<file path="src/rtl/ula_sequencer_if.sv">
// Request/response and ULA drive bundle for ula_sequencer.
// The initiator side uses 'master'. The sequencer uses 'slave'.
// The external ULA model or instance uses 'ula'.
interface ula_sequencer_if #(
    parameter int WIDTH = 8
);
    // request handshake
    logic                   Start;
    logic [2:0]             Op;
    logic [WIDTH-1:0]       A;
    logic [WIDTH-1:0]       B;
    logic                   Busy;
    logic                   Done;
    logic [2*WIDTH-1:0]     Result;
    logic                   Zero;
    logic                   Err;

    // ULA drive and return
    logic [WIDTH-1:0]       SrcA;
    logic [WIDTH-1:0]       SrcB;
    logic [2:0]             ULAControl;
    logic [WIDTH-1:0]       ULAResult;
    logic                   Z;

    modport master (
        output Start, Op, A, B,
        input  Busy, Done, Result, Zero, Err
    );

    modport slave (
        input  Start, Op, A, B, ULAResult, Z,
        output Busy, Done, Result, Zero, Err, SrcA, SrcB, ULAControl
    );

    modport ula (
        input  SrcA, SrcB, ULAControl,
        output ULAResult, Z
    );
endinterface

</file>
<file path="src/rtl/ula_sequencer.sv">
// Operation issuer for an external combinational ULA.
// Native ops take one ULA cycle.
// MUL is an unsigned shift-add that reuses the ULA adder for one iteration
// per cycle. The adder carry is recovered locally as (sum < Hi).
module ula_sequencer #(
    parameter int WIDTH = 8
) (
    input  logic                clk,
    input  logic                rst,
    ula_sequencer_if.slave      bus
);
    localparam int              CNT_W    = $clog2(WIDTH);
    localparam logic [CNT_W-1:0] CNT_LAST = CNT_W'(WIDTH - 1);

    localparam logic [2:0] OP_ADD = 3'b010;
    localparam logic [2:0] OP_MUL = 3'b100;
    localparam logic [2:0] OP_ILL = 3'b101;

    typedef enum logic [1:0] {
        S_IDLE = 2'd0,
        S_EXEC = 2'd1,
        S_MUL  = 2'd2,
        S_DONE = 2'd3
    } state_t;

    state_t                 r_state;
    state_t                 w_state_nxt;

    // latched request
    logic [WIDTH-1:0]       r_a;
    logic [WIDTH-1:0]       r_b;
    logic [2:0]             r_op;

    // shift-add multiplier state: {Hi,Lo} is the running product
    logic [WIDTH-1:0]       r_hi;
    logic [WIDTH-1:0]       r_lo;
    logic [WIDTH-1:0]       r_mcand;
    logic [CNT_W-1:0]       r_cnt;

    // response registers, held until the next DONE entry
    logic [2*WIDTH-1:0]     r_result;
    logic                   r_zero;
    logic                   r_err;

    // ULA drive
    logic [WIDTH-1:0]       w_src_a;
    logic [WIDTH-1:0]       w_src_b;
    logic [2:0]             w_ctl;

    // one multiply step
    logic                   w_carry;
    logic [WIDTH-1:0]       w_hi_nxt;
    logic [WIDTH-1:0]       w_lo_nxt;
    logic [2*WIDTH-1:0]     w_product;

    // State register. Reset always lands in IDLE, which also drops any in-flight request.
    always_ff @(posedge clk) begin
        if (rst) begin
            r_state <= S_IDLE;
        end else begin
            r_state <= w_state_nxt;
        end
    end

    // Next-state logic and ULA drive. The ULA sees zeros outside EXEC/MUL.
    always_comb begin
        w_state_nxt = r_state;
        w_src_a     = '0;
        w_src_b     = '0;
        w_ctl       = 3'b000;
        case (r_state)
            S_IDLE: begin
                if (bus.Start) begin
                    if (bus.Op == OP_MUL) begin
                        w_state_nxt = S_MUL;
                    end else if (bus.Op == OP_ILL) begin
                        w_state_nxt = S_DONE;
                    end else begin
                        w_state_nxt = S_EXEC;
                    end
                end
            end
            S_EXEC: begin
                w_src_a     = r_a;
                w_src_b     = r_b;
                w_ctl       = r_op;
                w_state_nxt = S_DONE;
            end
            S_MUL: begin
                w_src_a = r_hi;
                w_src_b = r_lo[0] ? r_mcand : '0;
                w_ctl   = OP_ADD;
                if (r_cnt == CNT_LAST) begin
                    w_state_nxt = S_DONE;
                end
            end
            S_DONE: begin
                // Start is deliberately ignored here; requests are not queued.
                w_state_nxt = S_IDLE;
            end
            default: begin
                w_state_nxt = S_IDLE;
            end
        endcase
    end

    // One shift-add step: the ULA sum wraps, so a sum below Hi means the add carried out.
    always_comb begin
        w_carry   = (bus.ULAResult < r_hi);
        {w_hi_nxt, w_lo_nxt} = {w_carry, bus.ULAResult, r_lo[WIDTH-1:1]};
        w_product = {w_hi_nxt, w_lo_nxt};
    end

    // Request latch, multiplier iteration and response capture.
    always_ff @(posedge clk) begin
        if (rst) begin
            r_a      <= '0;
            r_b      <= '0;
            r_op     <= 3'b000;
            r_hi     <= '0;
            r_lo     <= '0;
            r_mcand  <= '0;
            r_cnt    <= '0;
            r_result <= '0;
            r_zero   <= 1'b0;
            r_err    <= 1'b0;
        end else begin
            case (r_state)
                S_IDLE: begin
                    if (bus.Start) begin
                        r_a  <= bus.A;
                        r_b  <= bus.B;
                        r_op <= bus.Op;
                        if (bus.Op == OP_MUL) begin
                            r_hi    <= '0;
                            r_lo    <= bus.A;
                            r_mcand <= bus.B;
                            r_cnt   <= '0;
                        end else if (bus.Op == OP_ILL) begin
                            r_result <= '0;
                            r_zero   <= 1'b0;
                            r_err    <= 1'b1;
                        end
                    end
                end
                S_EXEC: begin
                    r_result <= {{WIDTH{1'b0}}, bus.ULAResult};
                    r_zero   <= bus.Z;
                    r_err    <= 1'b0;
                end
                S_MUL: begin
                    r_hi  <= w_hi_nxt;
                    r_lo  <= w_lo_nxt;
                    r_cnt <= r_cnt + CNT_W'(1);
                    if (r_cnt == CNT_LAST) begin
                        r_result <= w_product;
                        r_zero   <= (w_product == '0);
                        r_err    <= 1'b0;
                    end
                end
                default: begin
                end
            endcase
        end
    end

    assign bus.Busy       = (r_state != S_IDLE);
    assign bus.Done       = (r_state == S_DONE);
    assign bus.Result     = r_result;
    assign bus.Zero       = r_zero;
    assign bus.Err        = r_err;
    assign bus.SrcA       = w_src_a;
    assign bus.SrcB       = w_src_b;
    assign bus.ULAControl = w_ctl;

endmodule

</file>
<file path="src/flat_wrapper.sv">
// flat-port wrapper written by rule: the top's interface ports become plain ports
module ula_sequencer_flat 
#(
    parameter int WIDTH = 8
)
  (clk, rst, bus_Start, bus_Op, bus_A, bus_B, bus_ULAResult, bus_Z, bus_Busy, bus_Done, bus_Result, bus_Zero, bus_Err, bus_SrcA, bus_SrcB, bus_ULAControl);
  ula_sequencer_if #(.WIDTH(WIDTH)) bus_i ();
  input  logic clk;
  input  logic rst;
  input wire logic [$bits(bus_i.Start)-1:0] bus_Start;
  input wire logic [$bits(bus_i.Op)-1:0] bus_Op;
  input wire logic [$bits(bus_i.A)-1:0] bus_A;
  input wire logic [$bits(bus_i.B)-1:0] bus_B;
  input wire logic [$bits(bus_i.ULAResult)-1:0] bus_ULAResult;
  input wire logic [$bits(bus_i.Z)-1:0] bus_Z;
  output wire logic [$bits(bus_i.Busy)-1:0] bus_Busy;
  output wire logic [$bits(bus_i.Done)-1:0] bus_Done;
  output wire logic [$bits(bus_i.Result)-1:0] bus_Result;
  output wire logic [$bits(bus_i.Zero)-1:0] bus_Zero;
  output wire logic [$bits(bus_i.Err)-1:0] bus_Err;
  output wire logic [$bits(bus_i.SrcA)-1:0] bus_SrcA;
  output wire logic [$bits(bus_i.SrcB)-1:0] bus_SrcB;
  output wire logic [$bits(bus_i.ULAControl)-1:0] bus_ULAControl;
  assign bus_i.Start = bus_Start;
  assign bus_i.Op = bus_Op;
  assign bus_i.A = bus_A;
  assign bus_i.B = bus_B;
  assign bus_i.ULAResult = bus_ULAResult;
  assign bus_i.Z = bus_Z;
  assign bus_Busy = bus_i.Busy;
  assign bus_Done = bus_i.Done;
  assign bus_Result = bus_i.Result;
  assign bus_Zero = bus_i.Zero;
  assign bus_Err = bus_i.Err;
  assign bus_SrcA = bus_i.SrcA;
  assign bus_SrcB = bus_i.SrcB;
  assign bus_ULAControl = bus_i.ULAControl;
  ula_sequencer #(.WIDTH(WIDTH)) u_core (.clk(clk), .rst(rst), .bus(bus_i));
endmodule
</file>
<file path="config.mk">
export PLATFORM = sky130hd
export DESIGN_NAME = ula_sequencer_flat
export DESIGN_NICKNAME = d
export VERILOG_FILES = /design/src/rtl/ula_sequencer_if.sv /design/src/rtl/ula_sequencer.sv /design/src/flat_wrapper.sv
export SDC_FILE = /design/constraint.sdc
export NUM_CORES = 1
export LEC_CHECK = 0
export ABC_AREA = 1
export CORE_ASPECT_RATIO = 1.1
export CORE_MARGIN = 4
export CORE_UTILIZATION = 30
export CTS_BUF_LIST = sky130_fd_sc_hd__clkbuf_2 sky130_fd_sc_hd__clkbuf_4 sky130_fd_sc_hd__clkbuf_8
export DETAILED_ROUTE_END_ITERATION = 6
export REMOVE_ABC_BUFFERS = 1
export SETUP_SLACK_MARGIN = 0.4
export SYNTH_ARGS = -nofsm -noshare
export SYNTH_HDL_FRONTEND = slang
export SYNTH_SLANG_ARGS = --single-unit
</file>
<file path="constraint.sdc">
create_clock -name clk -period 2.08 [get_ports clk]
set_input_delay 0.52 -clock clk [delete_from_list [all_inputs] [get_ports clk]]
set_output_delay 0.52 -clock clk [all_outputs]
set_load 0.02 [all_outputs]
</file>
## Yosys cells after proc, flatten, opt, wreduce, memory -nomap -nowiden

Index checks and enable logic that the tools add are counted.

- Eq/ne operators: 11
- Order comparisons: 1
- $mul: 0
- Shift operators: 0
- Divide/modulo/power cells: 0
- Bitwise gates (word level): 0
- Multiplexer cells: 33
- Reductions and logical operators: 10
- Add/sub/neg operators: 1

Operator list:

| kind | count |
|---|---|
| $mux W16 | 4 |
| $pmux W8 S2 | 4 |
| $pmux W16 S3 | 1 |
| $mux W8 | 5 |
| $logic_not A16 Y1 | 1 |
| $pmux W3 S2 | 2 |
| $eq A3 B3 Y1 const B | 3 |
| $lt A8 B8 Y1 | 1 |
| $mux W1 | 8 |
| $mux W2 | 4 |
| $pmux W2 S4 | 1 |
| $mux W3 | 2 |
| $ne A2 B1 Y1 const B | 3 |
| $pmux W1 S3 | 2 |
| $reduce_and A3 Y1 | 2 |
| $reduce_and A5 Y1 | 1 |
| $eq A2 B2 Y1 const B | 2 |
| $ne A2 B2 Y1 const B | 2 |
| $reduce_and A2 Y1 | 2 |
| $reduce_bool A2 Y1 | 2 |
| $add A3 B1 Y3 const B | 1 |
| $reduce_bool A3 Y1 | 1 |
| $eq A2 B1 Y1 const B | 1 |
| $logic_not A2 Y1 | 1 |

- Memory bits (writable): 0
- Output and inout port bits: 39
- Memories kept: 0
- Word-level logic and storage cells: 67
- Latch bits: 0
- Register bits after elaboration: 66
- Memory bits (read-only): 0

## Depth between registers and ports, before layout

Gate-level depths: netlist (run 1).

- Word-level depth: 5
- Gate-level depth with buffers: 12
- Mapped depth without buffers: 12

## Worst setup path before layout (run 1)

Ideal clock, no wire load.

- Kind: flip-flop to output port
- Start point: register u_core.r_state[0]
- End point: output bus_SrcA[4]
- Required time: 1.560 ns
- Buffers on the path: 2
- Path slack: 0.059 ns
- Arrival time: 1.501 ns
- Stages on the path, launching flop included: 7
- Cell sequence: dfxtp_1 inv_1 ha_1 inv_1 buf_2 buf_1 a21oi_1

- Word-level cells in the longest chain between the ends: 2

RTL lines:

| item | line | source |
|---|---|---|
| start, declared | ula_sequencer.sv:26 | `state_t r_state;` |
| start signal, assigned | ula_sequencer.sv:61 | `r_state <= w_state_nxt;` |
| $eq A2 B2 Y1 or $eq A2 B1 Y1 (tied branches) | ula_sequencer.sv:71 | `case (r_state)` |
| $pmux W8 S2 * | ula_sequencer.sv:71 |  |
| end, declared | flat_wrapper.sv:21 | `output wire logic [$bits(bus_i.SrcA)-1:0] bus_SrcA;` |

Mark *: on every way between the ends. The rest lies on a longest branch, timed or not.

## Worst setup path after layout (run 1)

- Start point: register u_core.r_state[1]
- End point: output bus_SrcA[3]

Same word-level chain as after synthesis.

==> impl_metrics.csv, run 1 <==
group,metric,value,unit
synthesis,synthesis.area,3220,um^2
flow_run,timing.max_cap.violations,0,
placement,gp_congestion,0.798,
status,outcome,"finished clean",
setup_path,timing.reg2reg.setup_slack,0.23,ns
floorplan,dieArea,12400,um^2
sta,report.final.slew_viol_count,0,
floorplan,floorplan.rows,39,
synthesis,main_combinational_cell_family_by_area_after_synthesis,"simple AND/OR/NAND/NOR gates",
synthesis,compound_gate_fraction_of_synth_area,21.5,%
setup_path,reg2reg_from,"u_core.r_state[1]$_SDFFE_PP0P_",
synthesis,synth_area_leader_cell,"sky130_fd_sc_hd__dfxtp_1",
routing,average_vias_per_placed_instance,4.75,
clocking,clock_transition_at_the_registers_of_the_reported_paths,0.07,ns
setup_path,r2r_end,"u_core.bus.Result[4]$_SDFFE_PP0P_",
finish,drive_gt1_share,26.0,%
synthesis,yosys.area.top_type_share,41.1,%
hold_path,hold_path_end,"u_core.bus.Result[7]$_SDFFE_PP0P_",
floorplan,floorplan.io_pins,70,
hold_path,hold_path_class,"flip-flop to flip-flop",
clocking,cts_tree,"done",
routing,drt_first_iter_violations,227,
power,power.net_switching,2.48,mW
synthesis,netlist_instances,440,
setup_path,worstPathCellList,"inv_4 > ha_4 > inv_4 > buf_4 > a21oi_4 > buf_6",
synthesis,synth.lib_cells_used.distinct,30,
synthesis,ys_async_sr_fraction,0,%
setup_path,critical_path_class,"flip-flop to primary output",
global_routing,grt_max_degree,43,
synthesis,synth_flop_cell,"sky130_fd_sc_hd__dfxtp_1",
clocking,cts_hold_buffers,0,
global_routing,global_route_wire_length_before_repair,16300,um
hold_path,hp-start,"u_core.bus.Result[7]$_SDFFE_PP0P_",
synthesis,synth.yosys.seq_area_share,41.1,%
sta,finalWorstPathRequiredPeriod,2.03,ns
floorplan,die_height,117,um
finish,area_growth,50.6,%
power,p_per_area,1230,nW/um^2
power,ir_drop,0.605,mV
setup_path,critical-path-top-cell-by-count,"sky130_fd_sc_hd__inv_4",
setup_path,cp_slowest_stage_delay,0.37,ns
sta,max_clk_rate,0.493,GHz
global_routing,grt_antenna_before_repair,0,
global_routing,vias_in_the_first_global_route,3322,
synthesis,post_synth_main_area_contributors,"sky130_fd_sc_hd__dfxtp_1, sky130_fd_sc_hd__nand2_1, sky130_fd_sc_hd__a21oi_1",
finish,non_filler_instances,685,
setup_path,crit_required,1.56,ns
clocking,clock_path_buffers,2,
synthesis,syn-mean-instance-area,7.31,um^2
sta,report.final.hold_viol_count,0,
clocking,cts.sink_count,66,
hold_path,hold_depth,2,
sta,finalSetupViolations,0,
sta,finClkSkew,0.00718,ns
finish,insertedDiodeCount,0,
clocking,tritoncts.num_buffers,9,
floorplan,core-area,10400,um^2
setup_path,worst_setup_path_end_kind,"primary output",
routing,detail_route.wl_per_cell,14.8,um
power,sw_frac_of_total,41.6,%
synthesis,yosys.area_share.simple,23.0,%
routing,drc,0,
floorplan,die_boundary_width,107,um
synthesis,synth_mux_area_share,0,%
placement,port_buffers,69,
clocking,clock-root-buffer,"sky130_fd_sc_hd__clkbuf_8",
routing,postRouteWirelength,10100,um
setup_path,critPathBufInv,4,
synthesis,synthXorXnorAreaFrac,0,%
sta,grt_setup_unrepaired,"yes",
synthesis,ys_seq_elements,66,
finish,design.final.nets,583,
synthesis,synthAdderAreaFrac,5.83,%
setup_path,crit_arrival,1.51,ns
routing,drt_first_pass_iters,4,
global_routing,grt.overflow.total,0,
setup_path,critical-path-top-delay-family,"buffers and inverters",
placement,place_inst,657,
synthesis,synthTopCellsByCount,"sky130_fd_sc_hd__nand2_1, sky130_fd_sc_hd__dfxtp_1, sky130_fd_sc_hd__a21oi_1, sky130_fd_sc_hd__nor2_1, sky130_fd_sc_hd__o21ai_0",
placement,place_hpwl,6960,um
power,clockPowerShare,17.2,%
setup_path,crit_slowest_cell,"sky130_fd_sc_hd__dfxtp_4",
synthesis,synth.most_common_cell,"sky130_fd_sc_hd__nand2_1",
clocking,worst_skew_pair.late_latency,0.34,ns
sta,timing.slew.headroom,70.2,%
setup_path,startpoint_type,"flip-flop",
setup_path,critical_path_peak_fanout,5,
routing,final_antenna_net_count,0,
sta,post-route-period-util,97.4,%
power,seq_power_share,29.0,%
synthesis,synthesis.yosys.warnings,0,
power,power.share.combinational,53.8,%
floorplan,start_util,30.8,%
routing,route.vias.total,3254,
global_routing,grt_use_total,16.5,%
clocking,cts_htree_levels,3,
power,leakage,1.99,nW
synthesis,number_of_synthesized_flops_with_an_enable_pin,0,
power,internal_power,3.48,mW
setup_path,r2r_cells,11,
sta,max_slew.worst_pin.slew,0.446,ns
finish,post-route-util,46.4,%
## layer usage
| metal | vias up | GRT usage, % | part of all wire [%] |
|---|---|---|---|
| met5 | - | 0 | 0 |
| met1 | 1499 | 19.0 | 43 |
| met3 | 14 | 3.70 | 4.8 |
| met4 | 0 | 4.69 | 1.7 |
| met2 | 87 | 30.8 | 50 |
| li1 | 1654 | - | - |
## state kept, by name, indices dropped and copies added, names as in the netlist
name / flops
u_core.r_b: 8
u_core.r_mcand: 8
u_core.bus.Zero: 1
u_core.r_cnt: 3
u_core.r_hi: 8
u_core.bus.Err: 1
u_core.r_op: 3
u_core.r_state: 2
u_core.r_a: 8
u_core.bus.Result: 16
u_core.r_lo: 8
## layout by cell type (no fill, tap or decap), types with 2 or more instances in the layout
| cell | n |
|---|---|
| sky130_fd_sc_hd__nand2_1 | 90 |
| sky130_fd_sc_hd__dfxtp_1 | 64 |
| sky130_fd_sc_hd__nor2_1 | 44 |
| sky130_fd_sc_hd__o21ai_0 | 43 |
| sky130_fd_sc_hd__a21oi_1 | 41 |
| sky130_fd_sc_hd__buf_4 | 30 |
| sky130_fd_sc_hd__inv_1 | 24 |
| sky130_fd_sc_hd__buf_6 | 24 |
| sky130_fd_sc_hd__clkdlybuf4s50_1 | 23 |
| sky130_fd_sc_hd__dlygate4sd2_1 | 18 |
| sky130_fd_sc_hd__a21oi_2 | 15 |
| sky130_fd_sc_hd__nand3_1 | 13 |
| sky130_fd_sc_hd__clkbuf_8 | 12 |
| sky130_fd_sc_hd__o21ai_1 | 11 |
| sky130_fd_sc_hd__ha_1 | 10 |
| sky130_fd_sc_hd__dlymetal6s2s_1 | 7 |
| sky130_fd_sc_hd__nand2_2 | 6 |
| sky130_fd_sc_hd__inv_2 | 6 |
| sky130_fd_sc_hd__nand3_2 | 5 |
| sky130_fd_sc_hd__ha_4 | 5 |
| sky130_fd_sc_hd__a21oi_4 | 4 |
| sky130_fd_sc_hd__nor2_4 | 4 |
| sky130_fd_sc_hd__buf_12 | 4 |
| sky130_fd_sc_hd__inv_4 | 3 |
| sky130_fd_sc_hd__nand2_8 | 3 |
| sky130_fd_sc_hd__a211oi_2 | 3 |
| sky130_fd_sc_hd__o22ai_1 | 3 |
| sky130_fd_sc_hd__buf_8 | 3 |
| sky130_fd_sc_hd__a31oi_1 | 2 |
| sky130_fd_sc_hd__nor3_1 | 2 |
| sky130_fd_sc_hd__nand4_1 | 2 |
| sky130_fd_sc_hd__clkinv_2 | 2 |
| sky130_fd_sc_hd__clkbuf_4 | 2 |
## per-stage QoR
step / power, mW / hold slack, ns / setup WS, ns / instance area (um^2) / TNS, ns
2_1_floorplan: 2.99 / 0.433 / -0.213 / 3060 / -2.03
3_3_place_gp: 4.08 / 0.448 / -0.193 / 4200 / -2.34
3_5_place_dp: 4.13 / 0.454 / -0.205 / 4200 / -2.99
4_1_cts: 5.79 / 0.466 / 0.0417 / 4720 / 0
5_1_grt: 6.36 / 0.496 / -0.00662 / 4850 / -0.0179
6_report: 5.97 / 0.465 / 0.0536 / 4850 / 0
## area by class of cell
type | count | area, um^2
Fill cell | 1094 | 5600
Multi-Input combinational cell | 315 | 1880
Sequential cell | 66 | 1330
Timing Repair Buffer | 111 | 1130
Clock buffer | 14 | 180
Tap cell | 143 | 179
Inverter | 33 | 136
Clock inverter | 2 | 10.0
Timing Repair inverter | 1 | 3.75
## repair_timing
action / in CTS / in global routing
setup endpoints to repair: 73 / 57
gates resized for setup: 204 / 33
pin swaps: 13 / 10
gates cloned: 4 / 1
endpoints found under the hold margin: 0 / 0
buffers inserted: 4 / 3
## worst register-to-register path: cells and delay by family (launching register included)
kind	cells	cell delay (ns)
AO/OA/AOI/OAI	2	0.22
adder cells (fa/ha/maj)	1	0.16
buffers and inverters	4	0.54
flip-flops	1	0.36
AND/OR/NAND/NOR	4	0.49
## kinds of logic after synthesis
kind of cell	Yosys count
and+or+nand+nor	172
AOI/OAI and AO/OA	127
DFF	66
buffers and inverters	60
adders and majority gates	15
## power by group through the flow
stage	Combinational, mW	Sequential [mW]	Clock [mW]
floorplan	1.20	1.79	0
global placement	2.36	1.72	0
detailed placement	2.40	1.74	0
CTS	3.01	1.72	1.06
global route	3.49	1.76	1.11
finish	3.21	1.73	1.03
## how the worst max path moves through the flow
stage / cells past startpoint / from / endpoint
after CTS: 6 / u_core.r_state[1]$_SDFFE_PP0P_ / bus_SrcB[2]
final: 6 / u_core.r_state[1]$_SDFFE_PP0P_ / bus_SrcA[3]
after global placement: 6 / u_core.r_state[0]$_SDFFE_PP0P_ / bus_SrcA[3]
after floorplan: 4 / u_core.r_state[0]$_SDFFE_PP0P_ / bus_ULAControl[1]
after global routing: 6 / u_core.r_state[1]$_SDFFE_PP0P_ / bus_SrcA[3]
after detailed placement: 6 / u_core.r_state[1]$_SDFFE_PP0P_ / bus_SrcA[3]
Note: power is estimated with default switching activity, not from simulation.
==> run 2: changes to the inputs <==
- MAX_ROUTING_LAYER: default -> met4
==> impl_metrics.csv, run 2 (synthesized netlist as in run 1, its figures left out) <==
group,metric,value,unit
status,outcome,"finished clean",
power,leakage,2.00,nW
clocking,tritoncts.num_buffers,9,
finish,layout_commonest_cell,"sky130_fd_sc_hd__nand2_1",
setup_path,crit_required,1.56,ns
routing,average_vias_per_placed_instance,4.78,
setup_path,crit_slowest_cell,"sky130_fd_sc_hd__dfxtp_4",
sta,fin_setup_tns,0,ns
finish,area_growth,51.8,%
clocking,cts.sink_count,66,
clocking,cts_hold_buffers,0,
sta,finClkSkew,0.00937,ns
global_routing,grt_use_total,17.0,%
clocking,clock-root-buffer,"sky130_fd_sc_hd__clkbuf_8",
sta,finalSetupViolations,0,
sta,max_slew.worst_pin.slew,0.444,ns
global_routing,global_route_wire_length_before_repair,16300,um
hold_path,hold_path_class,"flip-flop to flip-flop",
floorplan,start_util,30.8,%
finish,flip_flop_count_of_the_largest_register_all_copies_and_words_added,16,
floorplan,die_boundary_width,107,um
setup_path,reg2reg_from,"u_core.r_state[1]$_SDFFE_PP0P_",
global_routing,grt.overflow.total,0,
finish,drive_gt1_share,26.8,%
sta,finalWorstPathRequiredPeriod,2.03,ns
hold_path,hp-start,"u_core.bus.Result[7]$_SDFFE_PP0P_",
floorplan,die_height,117,um
sta,timing.slew.headroom,70.4,%
sta,grt_setup_unrepaired,"yes",
finish,fillers,1090,
finish,insertedDiodeCount,0,
power,totalPowerFinal,5.96,mW
placement,pre_cts_slack,-0.205,ns
flow_run,timing.max_cap.violations,0,
floorplan,dieArea,12400,um^2
setup_path,critical-path-top-cell-by-count,"sky130_fd_sc_hd__inv_4",
setup_path,critPathLaunch,"u_core.r_state[1]$_SDFFE_PP0P_",
placement,port_buffers,69,
sta,report.final.hold_viol_count,0,
floorplan,floorplan.io_pins,70,
floorplan,core-area,10400,um^2
routing,drt_first_pass_iters,5,
floorplan,floorplan.rows,39,
finish,design.final.nets,583,
clocking,worst_skew_pair.late_latency,0.34,ns
routing,final_antenna_net_count,0,
global_routing,vias_in_the_first_global_route,3327,
setup_path,critical-path-top-delay-family,"buffers and inverters",
power,p_per_area,1220,nW/um^2
global_routing,grt_antenna_before_repair,0,
global_routing,grt_max_degree,43,
clocking,clock_transition_at_the_registers_of_the_reported_paths,0.07,ns
setup_path,critical_path_class,"flip-flop to primary output",
setup_path,worstPathCellList,"inv_4 > ha_4 > inv_4 > buf_4 > a21oi_4 > buf_6",
setup_path,critical_path_peak_fanout,5,
routing,detail_route.wl_per_cell,14.9,um
sta,max_clk_rate,0.494,GHz
setup_path,critPathBufInv,4,
setup_path,crit_arrival,1.51,ns
clocking,cts_htree_levels,3,
placement,place_hpwl,6960,um
sta,post-route-period-util,97.4,%
finish,post-route-util,46.8,%
setup_path,startpoint_type,"flip-flop",
finish,leading_cell_types_in_the_layout_fill_and_taps_excluded,"sky130_fd_sc_hd__nand2_1, sky130_fd_sc_hd__dfxtp_1, sky130_fd_sc_hd__o21ai_0",
routing,drt_first_iter_violations,233,
routing,postRouteWirelength,10200,um
sta,worst_slack,0.0540,ns
setup_path,worst_setup_path_end_kind,"primary output",
routing,drc,0,
placement,gp_congestion,0.809,
power,ir_drop,0.613,mV
sta,report.final.slew_viol_count,0,
routing,route.vias.total,3273,
clocking,cts_tree,"done",
sta,hold-worst-slack,0.465,ns
clocking,clock_path_buffers,2,
setup_path,cp_slowest_stage_delay,0.37,ns
-- run 2: changes by cell type in the layout (fill, tap and decap cells not counted), sizes merged --
| cell | delta |
|---|---|
| clkdlybuf4s50 | -1 |
| dlymetal6s2s | +1 |
-- run 2: metrics by stage --
stage	std cells	cell area (um^2)
global route	685	4880
CTS	681	4720
global placement	657	4200
detailed placement	657	4200
finish	685	4880
floorplan	413	3060
-- run 2: area by class of cell --
class                           count  area (um^2)  area share (%)
Timing Repair inverter              1         3.75          0.0768
Clock buffer                       14          180            3.69
Multi-Input combinational cell    315         1920            39.3
Tap cell                          143          179            3.66
Sequential cell                    66         1330            27.2
Inverter                           33          136            2.79
Timing Repair Buffer              111         1130            23.1
Clock inverter                      2         10.0           0.205
-- run 2: worst paths after layout --
check / endpoint / slack [ns] / cells after the start
worst min-delay path: u_core.bus.Result[7]$_SDFFE_PP0P_ / 0.47 / 2
worst max register to register: u_core.bus.Result[4]$_SDFFE_PP0P_ / 0.19 / 11
worst min register to register: u_core.bus.Result[7]$_SDFFE_PP0P_ / 0.47 / 2
worst max-delay path: bus_SrcA[3] / 0.05 / 6
-- run 2: report_power, final --
group / switching [mW] / internal, mW
combinational: 1.83 / 1.36
clock: 0.476 / 0.554
sequential: 0.174 / 1.56
-- run 2: metal layers --
| metal | GRT usage, % | part of all wire [%] | vias up | routed length (um) |
|---|---|---|---|---|
| li1 | - | - | 1654 | - |
| met1 | 19.1 | 43 | 1512 | 4340 |
| met2 | 30.8 | 51 | 96 | 5200 |
| met3 | 3.26 | 5.0 | 11 | 505 |
| met4 | 4.69 | 1.3 | 0 | 133 |
| met5 | - | 0 | - | 0 |
-- run 2: what timing repair did --
action,CTS,global route
resized for setup,204,33
endpoints found under the setup margin,73,57
pin swaps,13,10
buffers inserted,4,3
cloned,4,1
hold endpoints to repair,0,0
-- run 2: tightest hold or removal path, stage by stage, from the launching register on --
cell and delay, ns:
sky130_fd_sc_hd__dfxtp_1 0.31, sky130_fd_sc_hd__nand2_1 0.06, sky130_fd_sc_hd__a21oi_1 0.05
==> run 3: changes to the inputs <==
- CTS_BUF_LIST: sky130_fd_sc_hd__clkbuf_2 sky130_fd_sc_hd__clkbuf_4 sky130_fd_sc_hd__clkbuf_8 -> sky130_fd_sc_hd__clkbuf_8
==> impl_metrics.csv, run 3 (synthesized netlist as in run 1, its figures left out) <==
group,metric,value,unit
sta,report.final.slew_viol_count,0,
finish,leading_cell_types_in_the_layout_fill_and_taps_excluded,"sky130_fd_sc_hd__nand2_1, sky130_fd_sc_hd__dfxtp_1, sky130_fd_sc_hd__nor2_1",
setup_path,critical-path-top-delay-family,"buffers and inverters",
power,leakage,2.14,nW
routing,route.vias.total,3380,
floorplan,die_height,117,um
sta,max_slew.worst_pin.slew,0.433,ns
placement,pre_cts_slack,-0.205,ns
finish,drive_gt1_share,39.4,%
setup_path,crit_required,1.56,ns
power,p_per_area,1260,nW/um^2
global_routing,vias_in_the_first_global_route,3439,
routing,drt_first_pass_iters,4,
routing,drc,0,
floorplan,start_util,30.8,%
placement,gp_congestion,0.809,
floorplan,dieArea,12400,um^2
hold_path,hold_depth,2,
sta,finalWorstPathRequiredPeriod,2.05,ns
floorplan,die_boundary_width,107,um
setup_path,startpoint_type,"flip-flop",
sta,finalSetupViolations,0,
global_routing,grt_antenna_before_repair,0,
routing,postRouteWirelength,11000,um
finish,non_filler_instances,699,
finish,flip_flop_count_of_the_largest_register_all_copies_and_words_added,16,
placement,place_inst,657,
placement,port_buffers,69,
clocking,cts_tree,"done",
clocking,cts_hold_buffers,0,
sta,report.final.hold_viol_count,0,
sta,grt_setup_unrepaired,"yes",
setup_path,critical_path_peak_fanout,6,
sta,post-route-period-util,98.3,%
setup_path,worstPathCellList,"buf_6 > ha_4 > buf_6 > nand2_2 > a21oi_4 > buf_6",
global_routing,global_route_wire_length_before_repair,17000,um
routing,final_antenna_net_count,0,
routing,drt_first_iter_violations,155,
sta,finClkSkew,0.00965,ns
sta,max_clk_rate,0.489,GHz
setup_path,worst_setup_path_end_kind,"primary output",
finish,layout_commonest_cell,"sky130_fd_sc_hd__nand2_1",
clocking,cts.sink_count,66,
clocking,clock_transition_at_the_registers_of_the_reported_paths,0.07,ns
clocking,cts_htree_levels,3,
hold_path,hold_path_class,"flip-flop to flip-flop",
setup_path,crit_slowest_cell,"sky130_fd_sc_hd__dfxtp_2",
finish,area_growth,69.9,%
finish,insertedDiodeCount,0,
setup_path,r2r_cells,14,
setup_path,critPathBufInv,3,
clocking,worst_skew_pair.late_latency,0.34,ns
global_routing,grt_max_degree,43,
setup_path,cp_slowest_stage_delay,0.37,ns
setup_path,critical-path-top-cell-by-count,"sky130_fd_sc_hd__buf_6",
sta,timing.slew.headroom,71.2,%
floorplan,floorplan.io_pins,70,
clocking,tritoncts.num_buffers,9,
status,outcome,"finished clean",
flow_run,timing.max_cap.violations,0,
finish,design.final.nets,597,
clocking,clock_path_buffers,2,
sta,worst_slack,0.0349,ns
setup_path,crit_arrival,1.53,ns
clocking,clock-root-buffer,"sky130_fd_sc_hd__clkbuf_8",
global_routing,grt.overflow.total,0,
placement,place_hpwl,6960,um
setup_path,critical_path_class,"flip-flop to primary output",
routing,average_vias_per_placed_instance,4.84,
setup_path,path_depth,6,
global_routing,grt_use_total,17.7,%
routing,detail_route.wl_per_cell,15.8,um
floorplan,core-area,10400,um^2
power,ir_drop,0.550,mV
floorplan,floorplan.rows,39,
run 3: layout make-up:
| type | count | area [um^2] |
|---|---|---|
| clock inverters | 4 | 17.5 |
| flip-flops and latches | 66 | 1330 |
| inverters | 33 | 171 |
| clock buffers | 12 | 165 |
| fillers | 1016 | 4980 |
| repair buffers | 125 | 1350 |
| well taps | 143 | 179 |
| multi-input cells | 315 | 2250 |
| repair inverters | 1 | 16.3 |
run 3: path summary, 6_finish.rpt:
kind         slack [ns]                                  to                            from
max                0.03                         bus_SrcA[7]  u_core.r_state[0]$_SDFFE_PP0P_
min                0.48         u_core.r_lo[1]$_SDFFE_PP0P_     u_core.r_lo[1]$_SDFFE_PP0P_
max reg2reg        0.08  u_core.bus.Result[12]$_SDFFE_PP0P_  u_core.r_state[1]$_SDFFE_PP0P_
min reg2reg        0.48         u_core.r_lo[1]$_SDFFE_PP0P_     u_core.r_lo[1]$_SDFFE_PP0P_
run 3: metrics by stage:
step                      area [um^2]  hold WS [ns]  util [%]  power, mW  setup TNS (ns)
final                            5470         0.477      52.3       6.91               0
after global routing             5470         0.496      52.3       7.29         -0.0884
after CTS                        4890         0.463      46.8       6.08               0
after detailed placement         4200         0.454      40.2       4.13           -2.99
after global placement           4200         0.448      40.2       4.08           -2.34
after floorplan                  3060         0.433         -       2.99           -2.03
run 3: what timing repair did:
item / 4_1_cts / 5_1_grt
setup endpoints to repair: 73 / 69
pin swaps: 13 / 29
resized for setup: 229 / 148
buffers inserted: 12 / 8
cloned: 6 / 0
run 3: layer usage:
layer | routed length, um | GRT usage [%] | vias up
li1 | - | - | 1683
met1 | 4620 | 19.6 | 1598
met2 | 5870 | 31.6 | 82
met3 | 371 | 3.59 | 17
met4 | 174 | 6.56 | 0
met5 | 0 | - | -
run 3: power breakdown:
group          switching (mW)  internal, mW  total (mW)
Clock                   0.488         0.519        1.01
Sequential              0.217          1.56        1.77
Combinational            2.25          1.87        4.13
Total                    2.96          3.95        6.91
run 3: worst min-delay path: stages (launching register included):
cell                      delay [ns]
sky130_fd_sc_hd__dfxtp_1        0.31
sky130_fd_sc_hd__inv_1          0.07
sky130_fd_sc_hd__a21oi_1        0.06
